### config.mk
export PLATFORM = sky130hd
export DESIGN_NAME = reset_sequencer
export DESIGN_NICKNAME = d
export VERILOG_FILES = /design/src/rtl/reset_sequencer.sv
export SDC_FILE = /design/constraint.sdc
export NUM_CORES = 1
export LEC_CHECK = 0
export ABC_AREA = 1
export CORE_MARGIN = 8
export CORE_UTILIZATION = 50
export CTS_CLUSTER_SIZE = 8
export DETAILED_ROUTE_END_ITERATION = 7
export HOLD_SLACK_MARGIN = 0.15
export PLACE_DENSITY = 0.73
export RECOVER_POWER = 100
export SLEW_MARGIN = 20
export SYNTH_ARGS = -nofsm -noshare
export SYNTH_HDL_FRONTEND = slang
export SYNTH_SLANG_ARGS = --single-unit
### constraint.sdc
create_clock -name clk -period 1.65 [get_ports clk]
set_input_delay 0.2475 -clock clk [delete_from_list [all_inputs] [get_ports clk]]
set_output_delay 0.2475 -clock clk [all_outputs]
set_load 0.05 [all_outputs]
### src/rtl/reset_sequencer.sv
// Staged reset controller: holds NUM_STAGES domains in reset, then releases
// them in index order, waiting for each stage's ready ack between releases.
//
// Ports:
//   clk, resetn        system clock, synchronous active-low reset
//   stimuli_valid      stimulus valid; its rising edge qualifies do_reset
//   do_reset           reset request, taken on rising stimuli_valid
//   sw_req             single-cycle software reset request
//   stage_ready        per-stage ready ack
//   stage_resetn       per-stage active-low reset (registered)
//   busy               high while a sequence is in progress
//   seq_done           one-cycle pulse once the last stage is acked
//   timeout_err        sticky; a stage failed to ack in time
//   stage_idx          stage currently being released/awaited
module reset_sequencer #(
  parameter int unsigned NUM_STAGES     = 4,
  parameter int unsigned ASSERT_CYCLES  = 15,
  parameter int unsigned GAP_CYCLES     = 8,
  parameter int unsigned TIMEOUT_CYCLES = 255
) (
  input  logic                  clk,
  input  logic                  resetn,
  input  logic                  stimuli_valid,
  input  logic                  do_reset,
  input  logic                  sw_req,
  input  logic [NUM_STAGES-1:0] stage_ready,
  output logic [NUM_STAGES-1:0] stage_resetn,
  output logic                  busy,
  output logic                  seq_done,
  output logic                  timeout_err,
  output logic [((NUM_STAGES > 1) ? $clog2(NUM_STAGES) : 1)-1:0] stage_idx
);

  localparam int unsigned IDX_W =
    (NUM_STAGES > 1) ? $clog2(NUM_STAGES) : 1;
  localparam int unsigned CNT_MAX =
    (ASSERT_CYCLES > GAP_CYCLES) ? ASSERT_CYCLES : GAP_CYCLES;
  localparam int unsigned CNT_W =
    (CNT_MAX > 1) ? $clog2(CNT_MAX + 1) : 1;
  localparam int unsigned TCNT_W =
    (TIMEOUT_CYCLES > 1) ? $clog2(TIMEOUT_CYCLES + 1) : 1;

  typedef logic [IDX_W-1:0]  idx_t;
  typedef logic [CNT_W-1:0]  cnt_t;
  typedef logic [TCNT_W-1:0] tcnt_t;

  localparam idx_t  IDX_LAST   = idx_t'(NUM_STAGES - 1);
  localparam cnt_t  CNT_ASSERT = cnt_t'(ASSERT_CYCLES - 1);
  localparam cnt_t  CNT_GAP    = cnt_t'(GAP_CYCLES - 1);
  localparam tcnt_t TCNT_LAST  = tcnt_t'(TIMEOUT_CYCLES - 1);
  localparam bit    TMO_EN     = (TIMEOUT_CYCLES != 0);

  typedef enum logic [2:0] {
    S_ASSERT,
    S_WAIT,
    S_GAP,
    S_DONE,
    S_IDLE
  } state_t;

  state_t                state_q, state_d;
  cnt_t                  cnt_q, cnt_d;
  tcnt_t                 tcnt_q, tcnt_d;
  idx_t                  idx_q, idx_d;
  logic [NUM_STAGES-1:0] srn_q, srn_d;
  logic                  busy_q, busy_d;
  logic                  done_q, done_d;
  logic                  terr_q, terr_d;
  logic                  sv_q;

  logic trig;
  logic rdy;
  logic tmo;
  idx_t idx_nxt;

  assign trig    = (stimuli_valid & ~sv_q & do_reset) | sw_req;
  assign rdy     = stage_ready[idx_q];
  assign tmo     = TMO_EN && !rdy && (tcnt_q == TCNT_LAST);
  assign idx_nxt = idx_q + 1'b1;

  always_comb begin
    state_d = state_q;
    cnt_d   = cnt_q;
    tcnt_d  = tcnt_q;
    idx_d   = idx_q;
    srn_d   = srn_q;
    busy_d  = busy_q;
    done_d  = 1'b0;
    terr_d  = terr_q;
    if (trig) begin
      // A trigger beats every in-flight event, including ASSERT itself.
      state_d = S_ASSERT;
      cnt_d   = CNT_ASSERT;
      idx_d   = '0;
      srn_d   = '0;
      busy_d  = 1'b1;
      terr_d  = 1'b0;
    end else begin
      unique case (state_q)
        S_ASSERT: begin
          if (cnt_q != '0) begin
            cnt_d = cnt_q - 1'b1;
          end else begin
            srn_d[0] = 1'b1;
            tcnt_d   = '0;
            state_d  = S_WAIT;
          end
        end
        S_WAIT: begin
          if (rdy || tmo) begin
            if (tmo) terr_d = 1'b1;
            if (idx_q == IDX_LAST) begin
              state_d = S_DONE;
              done_d  = 1'b1;
            end else begin
              state_d = S_GAP;
              cnt_d   = CNT_GAP;
            end
          end else if (TMO_EN) begin
            tcnt_d = tcnt_q + 1'b1;
          end
        end
        S_GAP: begin
          if (cnt_q != '0) begin
            cnt_d = cnt_q - 1'b1;
          end else begin
            idx_d          = idx_nxt;
            srn_d[idx_nxt] = 1'b1;
            tcnt_d         = '0;
            state_d        = S_WAIT;
          end
        end
        S_DONE: begin
          busy_d  = 1'b0;
          state_d = S_IDLE;
        end
        S_IDLE: begin
          state_d = S_IDLE;
        end
        default: begin
          state_d = S_ASSERT;
          cnt_d   = CNT_ASSERT;
          idx_d   = '0;
          srn_d   = '0;
          busy_d  = 1'b1;
        end
      endcase
    end
  end

  always_ff @(posedge clk) begin
    if (!resetn) begin
      state_q <= S_ASSERT;
      cnt_q   <= CNT_ASSERT;
      tcnt_q  <= '0;
      idx_q   <= '0;
      srn_q   <= '0;
      busy_q  <= 1'b1;
      done_q  <= 1'b0;
      terr_q  <= 1'b0;
      sv_q    <= 1'b0;
    end else begin
      state_q <= state_d;
      cnt_q   <= cnt_d;
      tcnt_q  <= tcnt_d;
      idx_q   <= idx_d;
      srn_q   <= srn_d;
      busy_q  <= busy_d;
      done_q  <= done_d;
      terr_q  <= terr_d;
      sv_q    <= stimuli_valid;
    end
  end

  assign stage_resetn = srn_q;
  assign busy         = busy_q;
  assign seq_done     = done_q;
  assign timeout_err  = terr_q;
  assign stage_idx    = idx_q;

endmodule

==> results of run 1 <==
what timing repair did:
item | 4_1_cts | 5_1_grt
setup endpoints to repair | 0 | 13
buffers inserted | 0 | 1
resized for setup | 0 | 9
hold buffers | 0 | 0
hold endpoints to repair | 0 | 0
logic make-up after synthesis:
| logic type | count (synthesis) |
|---|---|
| fa+ha+maj | 8 |
| flops | 25 |
| xor+xnor | 2 |
| compound gates | 24 |
| buf+inv | 36 |
| simple gates | 110 |
metal layers:
layer	part of all wire (%)	wire (um)	up-vias	GRT usage, %
li1	-	-	702	-
met5	0	0	-	0
met3	2.6	86	7	2.43
met2	54	1740	31	24.8
met1	41	1350	653	13.4
met4	2.2	72	0	7.52
flip-flops by register name (all words and copies together) (netlist names):
name          count
busy              1
cnt_q             4
seq_done          1
stage_idx         2
stage_resetn      4
state_q           3
sv_q              1
tcnt_q            8
timeout_err       1
power breakdown:
part           switching, W  internal, W
sequential       0.00000237     0.000609
combinational     0.0000370    0.0000381
clock              0.000187    0.0000909
through the flow:
stage | hold WS [ps] | power (W) | TNS [ps] | utilization, %
after detailed placement | 441 | 0.000697 | 0 | 60.5
after CTS | 461 | 0.000973 | 0 | 61.5
after floorplan | 341 | 0.000662 | 0 | -
final | 455 | 0.000964 | 0 | 61.2
after global placement | 433 | 0.000695 | 0 | 60.5
after global routing | 479 | 0.00101 | -16.0 | 61.2
path summary, 6_finish.rpt:
check | from | endpoint | cells past startpoint
min reg2reg | stage_resetn[1]$_SDFFE_PP0P_ | stage_resetn[1]$_SDFFE_PP0P_ | 2
min | stage_resetn[1]$_SDFFE_PP0P_ | stage_resetn[1]$_SDFFE_PP0P_ | 2
max reg2reg | cnt_q[0]$_SDFFE_PP0P_ | cnt_q[3]$_SDFFE_PP1P_ | 11
max | cnt_q[0]$_SDFFE_PP0P_ | cnt_q[3]$_SDFFE_PP1P_ | 11
cell type report:
cell class	count	area share, %
Multi-Input combinational cell	144	47.2
Timing Repair Buffer	25	10.3
Sequential cell	25	30.4
Tap cell	31	2.34
Clock buffer	3	1.36
Clock inverter	1	0.302
Inverter	35	8.07
cells in the mapped netlist (2+ instances only):
cell / count / area share, %
a21oi_1: 13 / 4.6
dfxtp_1: 25 / 36
ha_1: 8 / 7.1
inv_1: 32 / 8.5
inv_2: 2 / 0.53
nand2_1: 52 / 14
nand3_1: 20 / 7.1
nand4_1: 6 / 2.7
nor2_1: 22 / 5.9
nor2_2: 2 / 0.89
nor2_4: 2 / 1.6
o21ai_0: 9 / 3.2
worst max-delay path: stages, from the launching register on:
cell	delay, ps
dfxtp_2	350
inv_1	80
ha_1	200
nand2_1	60
nor2_1	40
buf_4	150
nand2_1	80
nand2_1	70
inv_2	100
nand3_2	140
nand2_1	100
nand3_1	80
==> flow_summary.ini, run 1 <==
[outcome]
status = finished, final reports clean

[hold_path]
min_path_type = reg -> reg

[cells_and_area]
mostFrequentLayoutCell = nand2_1
fin_nets = 251
num_antenna_cells = 0
final_area_sq_mm = 0.00166
multiInputGateArea_sq_um = 783
syn_to_final_growth_pct = 18.1
regArea_sq_um = 504
most-common-layout-cells = 50 x nand2_1, 31 x inv_1, 22 x dfxtp_1
final_cells = 264
fill_cells = 274
drive_gt1_share_pct = 14.2

[clocking]
clk_latency_ps = 320
root_buffer = clkbuf_4
cts_tree = yes
cts.path.max_buffers = 2
cts.sinks = 25
clkSlewWorstSetupHoldPaths_ps = 140
cts.htree.levels = 1
cts_buffers = 3

[synth]
yosys.area_share.simple_pct = 37.1
synthAdderAreaFrac_pct = 7.12
synth_xor_area_share_pct = 1.25
synth_fp_nets = 222
netlist_instances = 205
yosys_warnings = 0
ys_seq_area_share_pct = 35.6
syn_area_sq_mm = 0.00141
synth_top_family_by_area = simple AND/OR/NAND/NOR gates
synth_ff_type = dfxtp_1
synth.avg_cell_area_sq_um = 6.85
async_reset_ff_share_pct = 0
synth_compound_area_share_pct = 8.99
synth_edf_count = 0
synth-seq-cells = 25
synth_cell_types = 24
muxShareOfSynthArea_pct = 0

[critical_path]
crit_fanout = 5
crit_required_ps = 1880
crit_arrival_ps = 1760
r2r_slack_ps = 120
cp-end-kind = flip-flop
critical_path_class = reg -> reg
start_kind = flip-flop

[sta]
finClkSkew_ps = 4.16
relSlewSlack_pct = 59.8
min_period_ps = 1530
worstMarginPinSlew_ps = 606
final-setup-viol-count = 0
final-hold-violation-count = 0
drv_slew = 0
setup_ws_ps = 122
finalCritPeriodShare_pct = 92.6
fmax_mhz = 655

[grt]
first_global_vias = 1354
grt_pass1_wl_mm = 5.54
grt_overflow_total = 0
grt_max_degree = 15
grt_usage_pct = 13.3
antenna_found_initial = 0

[drt]
drt_wl_total_mm = 3.25
routedWlPerCell_um = 12.3
drt_iter0_drc = 49
firstDrtPassIters = 4
drc = 0
ant_nets = 0
via_per_inst = 5.28
num_vias = 1393

[placement]
gp_congestion = 0.852
place_hpwl_mm = 2.57
pre_cts_ws_ps = 3.85
dp_cells = 259
portBuffers = 17
placed_area_sq_mm = 0.00164

[floorplan]
start_util_pct = 51.8
die_h_um = 69.0
die_area_sq_mm = 0.00476
die_w_um = 69.0
row_count = 19
io_pins = 18
core_area_sq_mm = 0.00271

[power_and_ir_drop]
peakVddDrop_v = 0.000512
p_leak_nw = 0.743
p_per_area_mw_per_mm2 = 581

[run]
drv_cap = 0
Note: power is estimated with default switching activity, not from simulation.
==> run 2, diff against run 1 <==
--- a/config.mk
+++ b/config.mk
@@ -10,8 +10,8 @@
 export CORE_UTILIZATION = 50
 export CTS_CLUSTER_SIZE = 8
 export DETAILED_ROUTE_END_ITERATION = 7
+export DONT_BUFFER_PORTS = 1
 export HOLD_SLACK_MARGIN = 0.15
-export PLACE_DENSITY = 0.73
 export RECOVER_POWER = 100
 export SLEW_MARGIN = 20
 export SYNTH_ARGS = -nofsm -noshare
==> flow_summary.ini, run 2 (same netlist as run 1, synthesis figures left out) <==
[drt]
firstDrtPassIters = 4
ant_nets = 0
via_per_inst = 5.13
drt_wl_total_mm = 3.06
drt_iter0_drc = 55
num_vias = 1273
drc = 0
routedWlPerCell_um = 12.3

[floorplan]
die_w_um = 69.0
core_area_sq_mm = 0.00271
start_util_pct = 51.8
die_h_um = 69.0
row_count = 19
die_area_sq_mm = 0.00476
io_pins = 18

[placement]
dp_cells = 241
gp_congestion = 0.790
place_hpwl_mm = 2.36
portBuffers = 0

[cells_and_area]
drive_gt1_share_pct = 10.1
syn_to_final_growth_pct = 9.88
fin_nets = 235
final_cells = 248
mostFrequentLayoutCell = nand2_1
regMostFlops = tcnt_q
num_antenna_cells = 0
most-common-layout-cells = 52 x nand2_1, 32 x inv_1, 24 x dfxtp_1
largest_reg_flops = 8
utilization_pct = 57.0

[sta]
drv_slew = 0
fmax_mhz = 650
finClkSkew_ps = 13.2
min_period_ps = 1540
finalCritPeriodShare_pct = 93.2
rsz0062_at_grt = false
fin_setup_tns_ps = 0
final-setup-viol-count = 0
final-hold-violation-count = 0
hold_slack_ps = 197
relSlewSlack_pct = 60.4
worstMarginPinSlew_ps = 597

[grt]
first_global_vias = 1241
grt_usage_pct = 12.3
grt_pass1_wl_mm = 5.16
grt_overflow_total = 0
grt_max_degree = 14
antenna_found_initial = 0

[critical_path]
crit_required_ps = 1880
start_kind = flip-flop
cp-endpoint = tcnt_q[6]$_SDFFE_PN0P_
regToRegEndpoint = tcnt_q[6]$_SDFFE_PN0P_
critical_path_class = reg -> reg
r2r_slack_ps = 110
crit_arrival_ps = 1760
r2r_start = tcnt_q[0]$_SDFFE_PN0P_
crit_fanout = 10
worstRegToRegCells = 11
cp-end-kind = flip-flop
setup.worst_path.start = tcnt_q[0]$_SDFFE_PN0P_

[outcome]
status = finished, final reports clean

[run]
drv_cap = 0

[clocking]
root_buffer = clkbuf_4
cts_buffers = 3
clkSlewWorstSetupHoldPaths_ps = 140
cts.path.max_buffers = 2
cts.sinks = 25
cts_tree = yes
cts.htree.levels = 1
cts_setup_buffers = 0
clk_latency_ps = 320

[power_and_ir_drop]
peakVddDrop_v = 0.000601
p_leak_nw = 0.691
total_power_w = 0.000946
p_per_area_mw_per_mm2 = 612

[hold_path]
min_path_type = in -> reg
[run 2: cell types whose count changed in the layout (fill, tap and decap cells not counted), sizes merged]
cell	change
clkbuf	-7
clkinv	-1
buf	-3
clkdlybuf4s50	-7
dlygate4sd3	+2
[run 2: final cells by class]
type | instances | area (sq um)
inverter | 35 | 134
clock buffer | 4 | 26.3
sequential | 25 | 502
timing repair buffer | 9 | 65.1
tap | 31 | 38.8
fill | 285 | 1170
multi-input combinational | 144 | 778
[run 2: per-layer routing]
layer  vias up  global-route usage [%]  part of all wire [%]
li1        673                       -                     -
met1       556                    13.6                    45
met2        32                    22.2                    49
met3        12                    2.72                   4.6
met4         0                    4.33                   1.8
met5         -                       0                     0
[run 2: per-stage QoR]
| stage | setup WS (ps) | instance area, sq um |
|---|---|---|
| floorplan | 62.3 | 1410 |
| global placement | 129 | 1490 |
| detailed placement | 106 | 1490 |
| CTS | 85.3 | 1540 |
| global route | 15.8 | 1540 |
| finish | 112 | 1540 |
[run 2: how the worst min path moves through the flow]
stage,start,endpoint,slack [ps],depth (start not counted)
2_1_floorplan,stimuli_valid,sv_q$_SDFF_PN0_,340,2
3_3_place_gp,stimuli_valid,sv_q$_SDFF_PN0_,350,2
3_5_place_dp,stimuli_valid,sv_q$_SDFF_PN0_,360,2
4_1_cts,resetn,state_q[2]$_SDFFE_PP0P_,190,3
5_1_grt,resetn,state_q[2]$_SDFFE_PP0P_,200,3
6_report,resetn,state_q[2]$_SDFFE_PP0P_,200,3
[run 2: worst max-delay path, stage by stage (launching register included)]
cell	delay [ps]
dfxtp_1	360
inv_1	100
ha_1	160
nand2_1	50
nor2_1	140
nand2_1	80
nand2_1	130
nand2_4	120
nand2_4	100
inv_2	50
nor2_1	90
nor2_1	50
[run 2: what timing repair did]
item | 4_1_cts | 5_1_grt
endpoints found under the hold margin | 9 | 0
hold buffers | 3 | 0
resized for setup | 0 | 3
setup endpoints to repair | 0 | 14
[run 2: power breakdown]
group | internal [W] | total (W) | leakage (nW) | switching, W
Combinational | 0.0000229 | 0.0000553 | 0.473 | 0.0000324
Sequential | 0.000609 | 0.000611 | 0.203 | 0.00000200
Clock | 0.0000946 | 0.000280 | 0.0150 | 0.000185
Total | 0.000726 | 0.000946 | 0.691 | 0.000219
